===== src/rtl/date_display_scan.sv =====
// Four-digit multiplexed seven-segment scanner for a month/day or year display.
// Optional leading-zero blanking on positions 0..2 is enabled by defining DISP_LZB_EN.
module date_display_scan #(
  parameter int unsigned SCAN_DIV = 50000
) (
  input  logic       clk_out,
  input  logic       rst_n,
  input  logic [3:0] in0,
  input  logic [3:0] in1,
  input  logic [3:0] in2,
  input  logic [3:0] in3,
  input  logic       switch,
  output logic [3:0] ssd_ctl,
  output logic [7:0] segs
);

  localparam logic [19:0] LastCount = 20'(SCAN_DIV - 1);
  localparam logic [3:0]  BlankCode = 4'hF;

  // Prescaler and slot index
  logic [19:0] cnt_q, cnt_d;
  logic [1:0]  idx_q, idx_d;
  logic        tick;
  logic        frame_end;

  // Shadow registers: the display only ever reads these
  logic [3:0] sh0_q, sh1_q, sh2_q, sh3_q;
  logic [3:0] sh0_d, sh1_d, sh2_d, sh3_d;
  logic       sw_q, sw_d;
  logic       loaded_q, loaded_d;

  // Output registers
  logic [3:0] ssd_ctl_q, ssd_ctl_d;
  logic [7:0] segs_q, segs_d;

  // Decode-stage intermediates
  logic [3:0] cur_digit;
  logic [2:0] lzb;
  logic       cur_blank;
  logic [6:0] cur_segs;
  logic       dp_n;

  function automatic logic [6:0] seg7(input logic [3:0] d);
    logic [6:0] s;
    s = 7'b1111111;
    case (d)
      4'd0:    s = 7'b0000001;
      4'd1:    s = 7'b1001111;
      4'd2:    s = 7'b0010010;
      4'd3:    s = 7'b0000110;
      4'd4:    s = 7'b1001100;
      4'd5:    s = 7'b0100100;
      4'd6:    s = 7'b0100000;
      4'd7:    s = 7'b0001111;
      4'd8:    s = 7'b0000000;
      4'd9:    s = 7'b0000100;
      default: s = 7'b1111111;
    endcase
    return s;
  endfunction

`ifdef DISP_LZB_EN
  // A digit that shows nothing: a zero or a non-BCD code
  function automatic logic is_dark(input logic [3:0] d);
    return (d == 4'd0) || (d > 4'd9);
  endfunction
`endif

  always_comb begin
    tick      = (cnt_q == LastCount);
    cnt_d     = tick ? 20'd0 : cnt_q + 20'd1;
    idx_d     = tick ? idx_q + 2'd1 : idx_q;
    frame_end = tick && (idx_q == 2'd3);
  end

  always_comb begin
    sh0_d    = sh0_q;
    sh1_d    = sh1_q;
    sh2_d    = sh2_q;
    sh3_d    = sh3_q;
    sw_d     = sw_q;
    loaded_d = loaded_q;
    if (frame_end) begin
      sh0_d    = in0;
      sh1_d    = in1;
      sh2_d    = in2;
      sh3_d    = in3;
      sw_d     = switch;
      loaded_d = 1'b1;
    end
  end

  always_comb begin
`ifdef DISP_LZB_EN
    lzb[0] = (sh0_q == 4'd0);
    lzb[1] = (sh1_q == 4'd0) && is_dark(sh0_q);
    lzb[2] = (sh2_q == 4'd0) && is_dark(sh0_q) && is_dark(sh1_q);
`else
    lzb    = 3'b000;
`endif
  end

  always_comb begin
    cur_digit = BlankCode;
    cur_blank = 1'b0;
    unique case (idx_q)
      2'd0: begin
        cur_digit = sh0_q;
        cur_blank = lzb[0];
      end
      2'd1: begin
        cur_digit = sh1_q;
        cur_blank = lzb[1];
      end
      2'd2: begin
        cur_digit = sh2_q;
        cur_blank = lzb[2];
      end
      2'd3: begin
        cur_digit = sh3_q;
        cur_blank = 1'b0;
      end
    endcase

    cur_segs = cur_blank ? 7'b1111111 : seg7(cur_digit);
    // Separator stays dark until real data has been loaded, so post-reset frames are fully blank
    dp_n      = ~(loaded_q && (idx_q == 2'd1) && !sw_q);
    ssd_ctl_d = ~(4'b1000 >> idx_q);
    segs_d    = {cur_segs, dp_n};
  end

  always_ff @(posedge clk_out or negedge rst_n) begin
    if (!rst_n) begin
      cnt_q     <= 20'd0;
      idx_q     <= 2'd0;
      sh0_q     <= BlankCode;
      sh1_q     <= BlankCode;
      sh2_q     <= BlankCode;
      sh3_q     <= BlankCode;
      sw_q      <= 1'b0;
      loaded_q  <= 1'b0;
      ssd_ctl_q <= 4'b1111;
      segs_q    <= 8'hFF;
    end else begin
      cnt_q     <= cnt_d;
      idx_q     <= idx_d;
      sh0_q     <= sh0_d;
      sh1_q     <= sh1_d;
      sh2_q     <= sh2_d;
      sh3_q     <= sh3_d;
      sw_q      <= sw_d;
      loaded_q  <= loaded_d;
      ssd_ctl_q <= ssd_ctl_d;
      segs_q    <= segs_d;
    end
  end

  assign ssd_ctl = ssd_ctl_q;
  assign segs    = segs_q;

endmodule


===== config.mk =====
export PLATFORM = sky130hd
export DESIGN_NAME = date_display_scan
export DESIGN_NICKNAME = d
export VERILOG_FILES = /design/src/rtl/date_display_scan.sv
export SDC_FILE = /design/constraint.sdc
export NUM_CORES = 1
export LEC_CHECK = 0
export CORE_ASPECT_RATIO = 0.7
export CORE_UTILIZATION = 45
export CTS_CLUSTER_DIAMETER = 40
export DETAILED_ROUTE_END_ITERATION = 6
export GPL_ROUTABILITY_DRIVEN = 0
export PLACE_DENSITY = 0.67
export SYNTH_ARGS = -nofsm -noshare
export SYNTH_HDL_FRONTEND = slang
export SYNTH_SLANG_ARGS = --single-unit

===== constraint.sdc =====
create_clock -name clk_out -period 2.7 [get_ports clk_out]
set_input_delay 0.81 -clock clk_out [delete_from_list [all_inputs] [get_ports clk_out]]
set_output_delay 0.81 -clock clk_out [all_outputs]
set_load 0.005 [all_outputs]

==> results.toml, run 1 <==
[outcome]
outcome = "completed"

[setup_path]
crit_buf_inv = 3
cp_top_family = "multiplexers"
end_kind = "flop"
required_ps = 2930
start_kind = "flop"
criticalPathCategory = "reg -> reg"
crit_chain = "inv_1 > ha_1 > a222oi_1 > mux2i_1 > inv_1 > ha_1 > inv_1 > mux2i_1 > a22oi_1"
crit_top_cell = "inv_1"
slowest_delay_ps = 510
critPathSlowestCell = "mux2i_1"
cp_max_fo = 7
crit_arrival_ps = 2600

[drt]
wl_mm = 4.39
via_count = 1535
routedWlPerCell_um = 14.5
firstDrtPassIters = 4
viasPerCell = 5.08
drt_iter0_drc = 165
drc = 0
ant_nets = 0

[sta]
tightestPinTransition_ps = 964
skew_ps = 11.9
finalSetupViolCount = 0
whs_ps = 455
slew_viol_final = 0
fin_crit_sh_pct = 87.5
hold_viol_final = 0
layout_min_cycle_time_ps = 2360
fmax_mhz = 423
final.setup.tns_ps = 0
rsz0062_at_grt = "false"
max-slew-margin-rel_pct = 33.9

[synth]
yosysWarningCount = 0
yosysSeqAreaShare_pct = 54.5
synth_nets = 225
syn-instance-count = 195
ys_ff_latch = 52
syn_area_um2 = 2450
synth_cell_types = 37
synth.avg_cell_area_um2 = 12.6

[die]
core_um2 = 5230
initial_core_util_pct = 46.9
top_level_ports = 31
die_w_um = 90.2
dieArea_um2 = 5750
rows = 22
die_h_um = 63.8

[final_layout]
fin_area_um2 = 2950
layout-area-overhead-vs-synth_pct = 20.5
antenna_cells = 0
fin_util_pct = 56.5
nNetsFinal = 259
final_layout_size_suffix_gt1_share_pct = 26.1

[job]
cap_viol_max_count = 0

[clocking]
tritoncts = "yes"
clock_sinks = 52
clk_path_buf_depth = 2
cts-resized-gates = 0
htreeDepth = 2
path_clk_slew_ps = 100
numCtsBuffers = 5
worstSkewPairLatency_ps = 310
clockRootBuffer = "clkbuf_8"
cts-hold-fix-buffers = 0
post_cts_buffers = 0

[global_routing]
grt_max_degree = 29
grt_pass1_vias = 1563
antenna_found_initial = 0
grt_pass1_wl_mm = 7.92
overflow = 0
track_usage_pct = 17.8

[hold_path]
hold_path.class = "reg -> reg"

[pwr]
leakagePower_uw = 0.00132
ir_drop_uv = 215
power.density_nw_per_um2 = 504
power_uw = 1490

[placed_design]
dpl_cell_area_um2 = 2830
hpwl_mm = 3.13
numPortBuffers = 30
## per-stage QoR
stage	cells	worst slack, ps
floorplan	195	798
global placement	294	573
detailed placement	294	380
CTS	302	361
global route	302	87.1
finish	302	338
## registers in the layout (all words and copies together), names as in the netlist
register	flops
idx_q	2
sh3_q	4
sh1_q	4
loaded_q	1
ssd_ctl	4
cnt_q	20
sh0_q	4
segs	8
sh2_q	4
sw_q	1
## layer usage
layer | GRT usage [%] | wire, µm | vias up
li1 | - | - | 747
met1 | 28.8 | 2400 | 743
met2 | 22.9 | 1770 | 43
met3 | 4.40 | 199 | 2
met4 | 4.84 | 14 | 0
met5 | 0 | 0 | -
## path summary, 6_finish.rpt
path / to / depth (start not counted) / slack (ps) / from
setup / recovery: segs[3]$_DFF_PN1_ / 9 / 340 / idx_q[1]$_DFFE_PN0N_
hold reg to reg: segs[0]$_DFF_PN1_ / 1 / 450 / loaded_q$_DFFE_PN0P_
setup reg to reg: segs[3]$_DFF_PN1_ / 9 / 340 / idx_q[1]$_DFFE_PN0N_
max in group asynchronous: ssd_ctl[3]$_DFF_PN1_ / 2 / 1610 / rst_n
hold / removal: segs[0]$_DFF_PN1_ / 1 / 450 / loaded_q$_DFFE_PN0P_
min in group asynchronous: sw_q$_DFFE_PN0P_ / 1 / 500 / rst_n
## layout make-up
| cell class | instances | area, µm² |
|---|---|---|
| tap | 72 | 90.1 |
| fill | 439 | 2280 |
| inverter | 14 | 52.6 |
| timing repair buffer | 31 | 315 |
| clock buffer | 8 | 121 |
| sequential | 52 | 1340 |
| multi-input combinational | 125 | 1040 |
## logic make-up (layout without fill, tap and decap cells)
| logic type | after synthesis | after routing | synth area share, % |
|---|---|---|---|
| AO/OA/AOI/OAI | 15 | 15 | 4.44 |
| XOR/XNOR | 19 | 19 | 6.79 |
| adder cells (fa/ha/maj) | 11 | 11 | 5.62 |
| buffers and inverters | 18 | 53 | 3.11 |
| flip-flops | 52 | 52 | 54.5 |
| multiplexers | 24 | 24 | 12.1 |
| AND/OR/NAND/NOR | 56 | 56 | 13.4 |
## layout by cell type (no fill, tap or decap), types with 6 or more instances in the layout
master,count
clkbuf_8,7
clkdlybuf4s50_1,29
dfrtp_1,24
dfstp_2,28
ha_1,11
inv_1,14
mux2_2,9
mux2_4,9
mux2i_1,6
nand3_1,9
nand4_1,7
nor2_1,13
xnor2_1,11
xor2_1,8
## cells in the mapped netlist
cell	instances	area (µm²)
nand3_1	9	45.0
mux2i_1	6	60.1
or4_4	1	11.3
or2_2	1	6.26
nand2b_1	1	6.26
inv_1	14	52.6
mux2_4	9	135
nor4b_1	1	8.76
a31oi_1	1	6.26
nor2b_1	2	12.5
or4_1	2	15.0
nor2_1	13	48.8
a21oi_1	5	25.0
and4b_1	1	10.0
o21ai_0	1	5.00
and3_1	4	25.0
buf_1	1	3.75
a2bb2oi_1	2	17.5
buf_6	1	11.3
nand2_1	4	15.0
nor3_1	3	15.0
and2_1	4	25.0
xnor2_1	11	96.3
clkbuf_1	1	3.75
nand3b_1	1	7.51
mux2_2	9	101
dfrtp_1	24	601
xor2_1	8	70.1
buf_2	1	5.00
nand3_4	1	17.5
dfstp_2	28	736
a222oi_1	4	40.0
a22oi_1	1	7.51
nand4_1	7	43.8
ha_1	11	138
o31ai_1	1	7.51
nor3_4	1	16.3
## report_power, final
part           internal, µW  total, µW  switching (µW)
clock                   290        551             260
sequential              818        828            9.84
combinational          66.5        111            44.9
total                  1170       1490             315
Power figures use the tool's default switching activity.
==> run 2: changes to the inputs <==
ABC_CLOCK_PERIOD_IN_PS = 2700   (was default)
CORE_ASPECT_RATIO = default   (was 0.7)
==> run 2 against run 1 <==
  * Largest cell class unchanged
  * Total power down 9.6%
  * Count of clock-buffer cells in the layout down 1
  * Cell count down 0.33%
==> results.toml, run 2 (synthesis gave the netlist of run 1 again) <==
[sta]
rsz0062_at_grt = "false"
hold_viol_final = 0
slew_viol_final = 0
max-slew-margin-rel_pct = 38.1
tightestPinTransition_ps = 903
skew_ps = 5.10
fin_crit_sh_pct = 82.5
fmax_mhz = 449
layout_min_cycle_time_ps = 2230
final.setup.tns_ps = 0
whs_ps = 435
finalSetupViolCount = 0

[global_routing]
overflow = 0
track_usage_pct = 17.2
grt_pass1_wl_mm = 7.07
antenna_found_initial = 0
grt_pass1_vias = 1556
grt_max_degree = 27

[drt]
drc = 0
firstDrtPassIters = 5
routedWlPerCell_um = 13.5
ant_nets = 0
drt_iter0_drc = 72
viasPerCell = 4.99
wl_mm = 4.07
via_count = 1502

[die]
core_um2 = 5170
initial_core_util_pct = 47.4
die_h_um = 75.8
top_level_ports = 31
rows = 26
die_w_um = 75.8
dieArea_um2 = 5750

[setup_path]
crit_arrival_ps = 2440
end_kind = "flop"
required_ps = 2920
r2r_setup_slack_ps = 470
criticalPathCategory = "reg -> reg"
cp_max_fo = 7
start_kind = "flop"

[clocking]
tritoncts = "yes"
cts-resized-gates = 0
path_clk_slew_ps = 90
clock_sinks = 52
clockRootBuffer = "clkbuf_8"
numCtsBuffers = 5
clk_path_buf_depth = 2
cts-hold-fix-buffers = 0
post_cts_buffers = 0
worstSkewPairLatency_ps = 300
htreeDepth = 2

[hold_path]
hold_path.class = "reg -> reg"

[final_layout]
top_register = "cnt_q"
final_cell_mix = "clkdlybuf4s50_1 (29), dfstp_2 (28), dfrtp_1 (24), inv_1 (14), nor2_1 (13)"
final_layout_size_suffix_gt1_share_pct = 25.5
antenna_cells = 0
fill_cells = 432
largest_register_ffs = 20
nNetsFinal = 260
layout-area-overhead-vs-synth_pct = 18.6
multi_input_area_um2 = 1040
regArea_um2 = 1340
layout_commonest_cell = "clkdlybuf4s50_1"

[outcome]
outcome = "completed"

[job]
cap_viol_max_count = 0

[pwr]
power.density_nw_per_um2 = 463
power_uw = 1350
leakagePower_uw = 0.00130
ir_drop_uv = 324

[placed_design]
hpwl_mm = 3.00
numPortBuffers = 30
[run 2: cell type report]
cell class | instances | area share [%]
timing repair buffer | 32 | 10.7
sequential | 52 | 46.0
clock buffer | 7 | 2.63
inverter | 14 | 1.81
multi-input combinational | 125 | 35.7
clock inverter | 1 | 0.172
tap | 70 | 3.01
[run 2: per-layer routing]
metal  wire (µm)  vias up  GRT usage [%]
met4          77        0           7.41
met1        1840      727           19.7
met3         147        6           4.50
li1            -      743              -
met2        2010       26           30.2
met5           0        -              0
[run 2: worst paths after layout]
| kind | cells after the start | to | from |
|---|---|---|---|
| setup / recovery | 9 | segs[3]$_DFF_PN1_ | idx_q[0]$_DFFE_PN0N_ |
| setup reg to reg | 9 | segs[3]$_DFF_PN1_ | idx_q[0]$_DFFE_PN0N_ |
| hold reg to reg | 1 | segs[0]$_DFF_PN1_ | loaded_q$_DFFE_PN0P_ |
| max in group asynchronous | 2 | segs[2]$_DFF_PN1_ | rst_n |
| min in group asynchronous | 1 | sw_q$_DFFE_PN0P_ | rst_n |
| hold / removal | 1 | segs[0]$_DFF_PN1_ | loaded_q$_DFFE_PN0P_ |
[run 2: through the flow]
stage / worst slack (ps) / cell area, µm² / instances / utilization [%]
4_1_cts: 446 / 2910 / 301 / 56.2
2_1_floorplan: 798 / 2450 / 195 / -
3_3_place_gp: 587 / 2830 / 293 / 54.6
3_5_place_dp: 470 / 2830 / 293 / 54.6
6_report: 471 / 2910 / 301 / 56.2
5_1_grt: 172 / 2910 / 301 / 56.2
[run 2: power breakdown]
group	internal (µW)	total, µW	switching (µW)
Clock	182	410	228
Sequential	818	827	9.79
Combinational	65.6	109	43.5
[run 2: critical path, stage by stage, from the launching register on]
cell	delay, ps
dfrtp_1	410
inv_1	150
ha_1	270
a222oi_1	140
mux2i_1	460
inv_1	190
ha_1	220
inv_1	60
mux2i_1	60
a22oi_1	190
